<file path="config.mk">
export PLATFORM = sky130hd
export DESIGN_NAME = perf_counter_ctrl
export DESIGN_NICKNAME = d
export VERILOG_FILES = /design/src/rtl/perf_counter_ctrl.sv
export SDC_FILE = /design/constraint.sdc
export NUM_CORES = 1
export LEC_CHECK = 0
export ABC_CLOCK_PERIOD_IN_PS = 4800
export BUFFER_PORTS_ARGS = -buffer_cell sky130_fd_sc_hd__buf_2
export CORE_MARGIN = 2
export CORE_UTILIZATION = 40
export CTS_CLUSTER_DIAMETER = 30
export DETAILED_ROUTE_END_ITERATION = 6
export SYNTH_ARGS = -nofsm -noshare
export SYNTH_HDL_FRONTEND = slang
export SYNTH_SLANG_ARGS = --single-unit
</file>
<file path="constraint.sdc">
create_clock -name clk -period 4.8 [get_ports clk]
set_clock_uncertainty 0.15 [all_clocks]
set_input_delay 0.96 -clock clk [delete_from_list [all_inputs] [get_ports clk]]
set_output_delay 0.96 -clock clk [all_outputs]
set_load 0.03 [all_outputs]
</file>
<file path="src/rtl/perf_counter_ctrl.sv">
`default_nettype none
// ============================================================================
// perf_counter_ctrl : memory-mapped performance counters with cache latency tracking
// Revision 1.0
// ============================================================================
module perf_counter_ctrl (
  input  logic        clk,
  input  logic        rst_n,
  input  logic        mem_read,
  input  logic        mem_write,
  input  logic [31:0] mem_address,
  input  logic [31:0] mem_wdata,
  output logic        dmem_read,
  output logic        dmem_write,
  output logic        ctr_hit,
  output logic [31:0] ctr_rdata,
  output logic        ctr_resp,
  input  logic        instr_req,
  input  logic        data_req,
  input  logic        l1_req,
  input  logic        instr_resp,
  input  logic        data_resp,
  input  logic        l1_resp,
  input  logic        br_resolve,
  input  logic        br_correct,
  input  logic        count_en
);

  localparam int unsigned C_NUM_CTR = 8;
  localparam int unsigned C_NUM_CH  = 3;

  typedef enum logic {
    ST_IDLE = 1'b0,
    ST_BUSY = 1'b1
  } ch_state_e;

  ch_state_e   r_state     [C_NUM_CH];
  ch_state_e   w_state_nxt [C_NUM_CH];
  logic [31:0] r_ctr       [C_NUM_CTR];
  logic [31:0] r_rdata;
  logic        r_resp;

  logic [2:0]  w_req;
  logic [2:0]  w_resp;
  logic [2:0]  w_active;
  logic [7:0]  w_inc;
  logic [2:0]  w_idx;
  logic        w_hit;
  logic        w_wr_en;
  logic        w_rd_en;
  logic        w_unused;

  assign w_hit    = (mem_address[31:5] == 27'd0);
  assign w_idx    = mem_address[4:2];
  assign w_wr_en  = w_hit & mem_write;
  assign w_rd_en  = w_hit & mem_read;
  assign w_unused = ^mem_address[1:0];

  assign ctr_hit    = w_hit;
  assign dmem_read  = mem_read & ~w_hit;
  assign dmem_write = mem_write & ~w_hit;
  assign ctr_rdata  = r_rdata;
  assign ctr_resp   = r_resp;

  assign w_req  = {l1_req, data_req, instr_req};
  assign w_resp = {l1_resp, data_resp, instr_resp};

  // Channel FSMs track regardless of count_en so latency stays consistent.
  always_comb begin
    for (int c = 0; c < C_NUM_CH; c++) begin
      w_state_nxt[c] = r_state[c];
      w_active[c]    = (r_state[c] == ST_BUSY) | w_req[c];
      case (r_state[c])
        ST_IDLE: if (w_req[c] && !w_resp[c]) w_state_nxt[c] = ST_BUSY;
        ST_BUSY: if (w_resp[c])              w_state_nxt[c] = ST_IDLE;
        default: w_state_nxt[c] = ST_IDLE;
      endcase
    end
  end

  always_ff @(posedge clk or negedge rst_n) begin
    if (!rst_n) begin
      for (int c = 0; c < C_NUM_CH; c++) r_state[c] <= ST_IDLE;
    end else begin
      for (int c = 0; c < C_NUM_CH; c++) r_state[c] <= w_state_nxt[c];
    end
  end

  // Index map: 0-2 access counts, 3-5 busy cycles, 6 predictions, 7 correct.
  always_comb begin
    w_inc      = 8'd0;
    w_inc[2:0] = w_resp & w_active & {3{count_en}};
    w_inc[5:3] = w_active & {3{count_en}};
    w_inc[6]   = br_resolve & count_en;
    w_inc[7]   = br_resolve & br_correct & count_en;
  end

  always_ff @(posedge clk or negedge rst_n) begin
    if (!rst_n) begin
      for (int i = 0; i < C_NUM_CTR; i++) r_ctr[i] <= 32'd0;
    end else begin
      for (int i = 0; i < C_NUM_CTR; i++) begin
        if (w_wr_en && (w_idx == 3'(i)))
          r_ctr[i] <= mem_wdata;
        else if (w_inc[i] && (r_ctr[i] != 32'hFFFF_FFFF))
          r_ctr[i] <= r_ctr[i] + 32'd1;
      end
    end
  end

  always_ff @(posedge clk or negedge rst_n) begin
    if (!rst_n) begin
      r_rdata <= 32'd0;
      r_resp  <= 1'b0;
    end else begin
      r_resp <= w_rd_en | w_wr_en;
      if (w_rd_en)
        r_rdata <= r_ctr[w_idx];
    end
  end

endmodule
`default_nettype wire

</file>
==> impl_results.md, run 1 <==
* Die height at approximately 220 um
* Total GRT Usage at 25.58%
* Cell variety after synth at 85
* Tot Pwr at slightly above 9 mW
* CTS tree: built
* Period utilization at between 70% and 80%
* Vias in the first global route at 15392
* Hold Path Class: primary input to asynchronous set/reset pin
* Worst-path clk slew at 0.04 ns
* Mapped Nets at approximately 2100
* Clock Latency Late Sink at between 0.5 and 0.6 ns
* DR WL met2 at around 27000 um
* Outcome: complete, no violations
* Reg2Reg Depth at 6
* Worst-margin pin slew at between 1 and 1.5 ns
* Die area at roughly 0.048 mm2
* Top layer in use: met5
* FFs w/ async S/R, synth at 100.0%
* WS Path Type: primary input to output port
* CP startpoint kind: primary input
* DRC Markers at 0
* GPL Wtd Cong at a little over 0.9
* Post-CTS Setup Inserts at 0
* Average wire per standard cell at 21.86 um
* Layout cells sized above 1 at between 10% and 20%
* Total Neg Setup Slack at 0 ns
* Predominant post-synthesis flop cell: dfrtp_1
* Slew HR at just under 30%
* WL final at 60510 um
* P_leak at just under 9 nW
* I/O Pins at between 100 and 150
* DR WL met3 at roughly 4600 um
* Pwr per Cell Area at 417.1 mW/mm2
* CTS H-Tree Depth at 3
* First-pass GRT wire length at ~93000 um
* Cell count after synthesis at 2025
* # rows at 78
* Initial antenna violation count at 6
* Via Count at about 16000
* Worst r2r src: r_ctr[180]
* RSZ-0062 raised after global routing: false
* Via density at 5.870
* Clock Sinks at 292
* Critical Path Fanout Max at 9
* Initial Utilization at between 40% and 50%
* #FFs+latches synth at 292
* Area growth syn-to-layout at 19.84%
* Core Region at ~0.046 mm2
* CTS Root Cell: clkbuf_16
* Cts repair resizes at 0
* Final core area utilization at between 40 and 50%
* Initial DRC Count at roughly 1700
* Die X at about 220 um
* Num CTS Buffers at 77
* Setup-failing EPs final at 0
* Post-route ant nets at 0
* IO Port Bufs at 110
* Total of max-cap violations at 0
* Fillers at around 4200
* Clock tree buffer depth at 3
* Setup crit start: mem_address[14]
* Ys Warns at 0
* WP data arrival at 2.67 ns
* DP Wirelength at roughly 44000 um
* Syn_area_per_cell at 9.141 um2
* Sequential share of the synthesized area at just under 40%
* Number of synthesized flops with an enable pin at 0
* Slew Limit Fails at 0
* Met1 wire length at 26900 um
* Post-layout minimum cycle time at ~3.8 ns
* Fin. Hold Viols at 0
* Critical Path End Type: output port
* Nets@finish at 2190
* Post-Syn Area at around 0.019 mm2
* Peak supply drop at between 0.3 and 0.4 mV
* Pre-antenna DRT Iters at 6
* Req. time, crit path at about 3.7 ns
* Post-CTS Hold Buffers at 0
* Highest achievable clock rate at ~260 MHz
* Pin count of the biggest net entering global routing at 77
* Total congestion overflow at 0
==> where the power goes <==
part	internal, mW	switching (mW)	total [mW]
logic	0.377	0.503	0.880
registers	2.65	0.284	2.94
clock network	3.82	1.62	5.44
total	6.85	2.41	9.25
==> cell usage in the layout (no fill, tap or decap), drive strengths merged, types with 6 or more instances in the layout <==
master / Yosys / routed
o21ai: 208 / 208
nor3: 50 / 50
or2: 9 / 9
clkinvlp: 0 / 12
or4: 8 / 8
inv: 15 / 23
mux2i: 38 / 38
clkinv: 0 / 10
nor4b: 11 / 11
a211oi: 8 / 8
nor2: 174 / 174
xnor2: 119 / 119
mux4: 64 / 64
bufinv: 0 / 13
buf: 63 / 129
nand3: 110 / 110
nand4b: 7 / 7
a21oi: 101 / 101
and2: 12 / 12
or3: 14 / 14
dfrtp: 292 / 292
xor2: 115 / 115
ha: 8 / 8
nand4: 88 / 88
nand2: 285 / 285
clkbuf: 65 / 96
and4: 20 / 20
o211ai: 8 / 8
nor4: 31 / 31
and3: 41 / 41
o2111ai: 6 / 6
==> worst max-delay path, cell delays in order <==
cell	delay, ns
buf_2	0.11
nor4_1	0.34
nand4_1	0.37
nor2_2	0.42
buf_4	0.25
nor2b_1	0.06
buf_2	0.17
==> flip-flops by register name, summed over array words and instances (netlist names) <==
name       cells
ctr_rdata     32
ctr_resp       1
r_ctr        256
r_state        3
==> kinds of logic (layout without fill, tap and decap cells) <==
| group | after synthesis | count (layout) | synth area share [%] |
|---|---|---|---|
| other cells | 0 | 3 | 0 |
| mux | 103 | 103 | 9.922 |
| buf+inv | 143 | 283 | 3.582 |
| xor+xnor | 234 | 234 | 11.07 |
| fa+ha+maj | 8 | 8 | 0.5407 |
| compound gates | 364 | 364 | 11.16 |
| flops | 292 | 292 | 39.47 |
| simple gates | 881 | 881 | 24.25 |
==> layout make-up <==
type | count | area (um2) | share of cell area (%)
tap | 600 | 750.7 | 3.384
sequential | 292 | 7307 | 32.94
timing repair buffer | 129 | 755.7 | 3.407
multi-input combinational | 1590 | 10570 | 47.66
clock buffer | 96 | 2121 | 9.560
antenna | 3 | 7.507 | 0.03384
clock inverter | 43 | 611.8 | 2.758
inverter | 15 | 56.30 | 0.2538
==> layer usage <==
| metal | up-vias | global-route usage [%] |
|---|---|---|
| li1 | 7481 | - |
| met1 | 7947 | 36.54 |
| met2 | 691 | 39.06 |
| met3 | 122 | 4.602 |
| met4 | 6 | 8.739 |
| met5 | - | 0 |
==> synth_stat cells, types with 4 or more instances <==
cell type / number / area [um2]
dfrtp_1: 292 / 7307
nand2_1: 284 / 1066
nor2_1: 172 / 645.6
o21ai_1: 137 / 685.7
xnor2_1: 119 / 1042
xor2_1: 115 / 1007
nand3_1: 108 / 540.5
a21oi_1: 101 / 505.5
nand4_1: 83 / 519.3
o21ai_0: 71 / 355.3
clkbuf_1: 63 / 236.5
mux4_2: 63 / 1419
buf_2: 54 / 270.3
nor3_1: 44 / 220.2
and3_1: 39 / 244.0
mux2i_1: 38 / 380.4
nor4_1: 27 / 168.9
and4_1: 19 / 166.4
inv_1: 15 / 56.30
and2_1: 12 / 75.07
or3_1: 12 / 75.07
nor4b_1: 9 / 78.83
ha_1: 8 / 100.1
o211ai_1: 8 / 60.06
nand4b_1: 7 / 61.31
or2_2: 6 / 37.54
or4_1: 6 / 45.04
a211oi_1: 5 / 37.54
nand3b_1: 5 / 37.54
nor2b_1: 5 / 31.28
nor3_2: 5 / 50.05
nor3b_1: 5 / 37.54
o2111ai_1: 5 / 43.79
a21o_1: 4 / 30.03
a31oi_1: 4 / 25.02
o21a_1: 4 / 30.03
==> metrics by stage <==
step           std cells  setup slack, ns  hold slack, ns  area [um2]
6_report            2768            1.019          0.2232       22180
5_1_grt             2765           0.7969          0.2711       22180
4_1_cts             2765           0.9851          0.2360       22180
3_5_place_dp        2626           0.9862          0.3184       19440
3_3_place_gp        2626            1.062          0.3068       19440
2_1_floorplan       2025            1.500          0.3458       18510
==> path summary, 6_finish.rpt <==
kind / endpoint / slack [ns]
worst max register to register: r_ctr[171] / 1.84
max in group asynchronous: r_ctr[211] / 3.27
worst max-delay path: dmem_write / 1.02
worst min register to register: ctr_rdata[0] / 0.32
min in group clk: ctr_rdata[0] / 0.32
worst min-delay path: r_ctr[224] / 0.22
Note: power is estimated with default switching activity, not from simulation.
==> run 2: changes to the inputs <==
Settings changed: ABC_CLOCK_PERIOD_IN_PS 4800 to 3100.
Clock period 4.8 ns to 3.1 ns, I/O delays scaled along.
==> impl_results.md, run 2 (same netlist as run 1, synthesis figures left out) <==
* Via Count at 16392 (+0.89%)
* Fillers at 4252 (+1.1%)
* Hold Crit Depth at 2
* Largest register FFs at 256 (unchanged)
* Worst Hold End: r_state[2]
* Total Neg Setup Slack at 0 ns (unchanged)
* CTS tree: built
* WS Path Type: flop to flop
* Stages on worst setup path at 7 (unchanged)
* Post-route ant nets at 0 (unchanged)
* Clock share of power at 57.1% (-1.6 points)
* Internal power at 10.18 mW (+49%)
* Most frequent cells in the layout: dfrtp_1 (292), nand2_1 (283), nor2_1 (172)
* Worst-path clk slew at 0.05 ns (about the same)
* Highest achievable clock rate at between 300 and 400 MHz
* Core Region at 0.04558 mm2 (unchanged)
* Combinational power share at 10.1% (+0.6 points)
* Die height at 219.1 um (unchanged)
* Area taken by multi-input logic gates at 0.01057 mm2 (unchanged)
* DRC Markers at 0 (unchanged)
* Sw power at 3.727 mW (+55%)
* CP startpoint kind: flop
* Hold Path Class: primary input to flop
* Vias in the first global route at 15519 (+0.83%)
* WP data arrival at 3.10 ns (+0.43 ns)
* Initial antenna violation count at 5 (-1)
* Die X at 219.1 um (unchanged)
* Total GRT Usage at 25.61% (+0.029 points)
* Post-CTS Setup Inserts at 0 (unchanged)
* Clock tree buffer depth at 3 (unchanged)
* Reg-to-Reg End: r_ctr[97]
* Total of max-cap violations at 0 (unchanged)
* GPL Wtd Cong at 0.9482 (+2.1%)
* Total congestion overflow at 0 (unchanged)
* CTS Root Cell: clkbuf_16
* P_leak at 9.072 nW (+2.4%)
* Leading cell type in the layout, fill and taps excluded: dfrtp_1
* Via density at 5.844 (-0.44%)
* Clock Latency Late Sink at 0.60 ns (about the same)
* DP Wirelength at 44600 um (+0.93%)
* Post-layout minimum cycle time at between 2 and 3 ns
* Post-route setup slack at 0.2874 ns (-0.7315 ns)
* Reg2Reg Depth at 7 (+1)
* Critical Path Fanout Max at 13 (+4)
* Critical Path End Type: flop
* Largest register by flop count: r_ctr
* Setup crit start: r_ctr[96]
* Req. time, crit path at 3.39 ns (-0.30 ns)
* Peak supply drop at 0.3953 mV (+28%)
* Area growth syn-to-layout at 21.42%
* Pwr per Cell Area at 618.7 mW/mm2 (+48%)
* DP Worst Slack at 0.2644 ns (-0.7218 ns)
* M2 GR Usage at 38.42% (-0.64 points)
* Period utilization at between 90% and 100%
* Sw Ratio at 26.80% (+0.78 points)
* Critical path's top delay family: simple AND/OR/NAND/NOR gates
* Slew HR at 45.07% (+16 points)
* Setup-failing EPs final at 0 (unchanged)
* Met3 usage at 5.891% (+1.3 points)
* Grt peak-use layer: met2
* Pre-antenna DRT Iters at 5 (-1)
* First-pass GRT wire length at 92810 um (+0.17%)
* Die area at 0.04802 mm2 (unchanged)
* CTS H-Tree Depth at 3 (unchanged)
* IO Port Bufs at 110 (unchanged)
* Min-delay src: instr_resp
* Clock Sinks at 292 (unchanged)
* Worst r2r src: r_ctr[96]
* Worst Path Buf+Inv at 0 (-3)
* GR Layer Usage met1 at 36.05% (-0.49 points)
* CP peak stage delay at 0.53 ns (+0.11 ns)
* Outcome: complete, no violations
* Reg power frac at 32.8% (+1.1 points)
* # rows at 78 (unchanged)
* Register area at 0.007307 mm2 (unchanged)
* Average wire per standard cell at 21.61 um (-1.1%)
* Slew Limit Fails at 0 (unchanged)
* Reg2reg setup slack at 0.29 ns (-1.55 ns)
* Crit-path cells: ha_1 > nand3_1 > nor4_1 > nand3b_1 > nand2_1 > mux2i_1 > a21oi_1
* WL final at 60610 um (+0.17%)
* RSZ-0062 raised after global routing: false
* Worst-margin pin slew at 0.8231 ns (-0.2369 ns)
* I/O Pins at 113 (unchanged)
* Initial DRC Count at 1801 (+9.1%)
* Fin. Hold Viols at 0 (unchanged)
* Initial Utilization at 40.62% (unchanged)
* Post-CTS Hold Buffers at 1 (+1)
* Critical Path Slowest Stage Cell: nand3b_1
* Pin count of the biggest net entering global routing at 75 (-2.6%)
* Num CTS Buffers at 76 (-1.3%)
* Nets@finish at 2229 (+1.8%)
* Layout cells sized above 1 at 18.66% (+1.4 points)
* Tot Pwr at 13.91 mW (+50%)
* Cts repair resizes at 0 (unchanged)
[run 2: changes by cell type in the layout (fill, tap and decap cells not counted), moves of 5 or more]
cell,previous run,this run
clkinv_2,7,16
buf_4,16,45
clkbuf_8,8,13
inv_6,8,2
clkinvlp_4,12,4
buf_12,4,14
bufinv_16,13,7
[run 2: power by group through the flow]
stage | logic [mW] | clock network (mW) | registers (mW)
3_5_place_dp | 1.38 | 0 | 4.59
6_report | 1.41 | 7.94 | 4.56
4_1_cts | 1.40 | 8.04 | 4.54
5_1_grt | 1.53 | 8.26 | 4.59
3_3_place_gp | 1.35 | 0 | 4.58
2_1_floorplan | 0.902 | 0 | 4.45
[run 2: metrics by stage]
step	utilization (%)	hold WS (ns)	std cells	instance area, um2
final	49.32	0.07803	2805	22480
after global routing	49.31	0.06130	2803	22470
after CTS	49.31	0.04920	2803	22470
after detailed placement	43.58	0.3154	2665	19860
after global placement	43.58	0.3055	2665	19860
after floorplan	-	0.1744	2025	18510
[run 2: area by class of cell]
class | count | share of cell area (%)
Tap cell | 600 | 3.340
Clock buffer | 99 | 9.614
Timing Repair Buffer | 169 | 5.266
Multi-Input combinational cell | 1590 | 47.04
Inverter | 15 | 0.2505
Clock inverter | 38 | 1.954
Antenna cell | 2 | 0.02227
Sequential cell | 292 | 32.51
[run 2: metal layers]
layer  up-vias  share of wire (%)  routed length (um)
met4         6                3.2                1968
li1       7548                  -                   -
met3       145                9.3                5630
met5         -              0.056                  34
met2       806                 44               26750
met1      7887                 43               26230
[run 2: how the worst max path moves through the flow]
stage / endpoint / slack, ns
after floorplan: dmem_read / 0.48
after global placement: r_ctr[90] / 0.33
final: r_ctr[97] / 0.29
after detailed placement: r_ctr[90] / 0.26
after CTS: r_ctr[97] / 0.34
after global routing: r_ctr[107] / 0.08
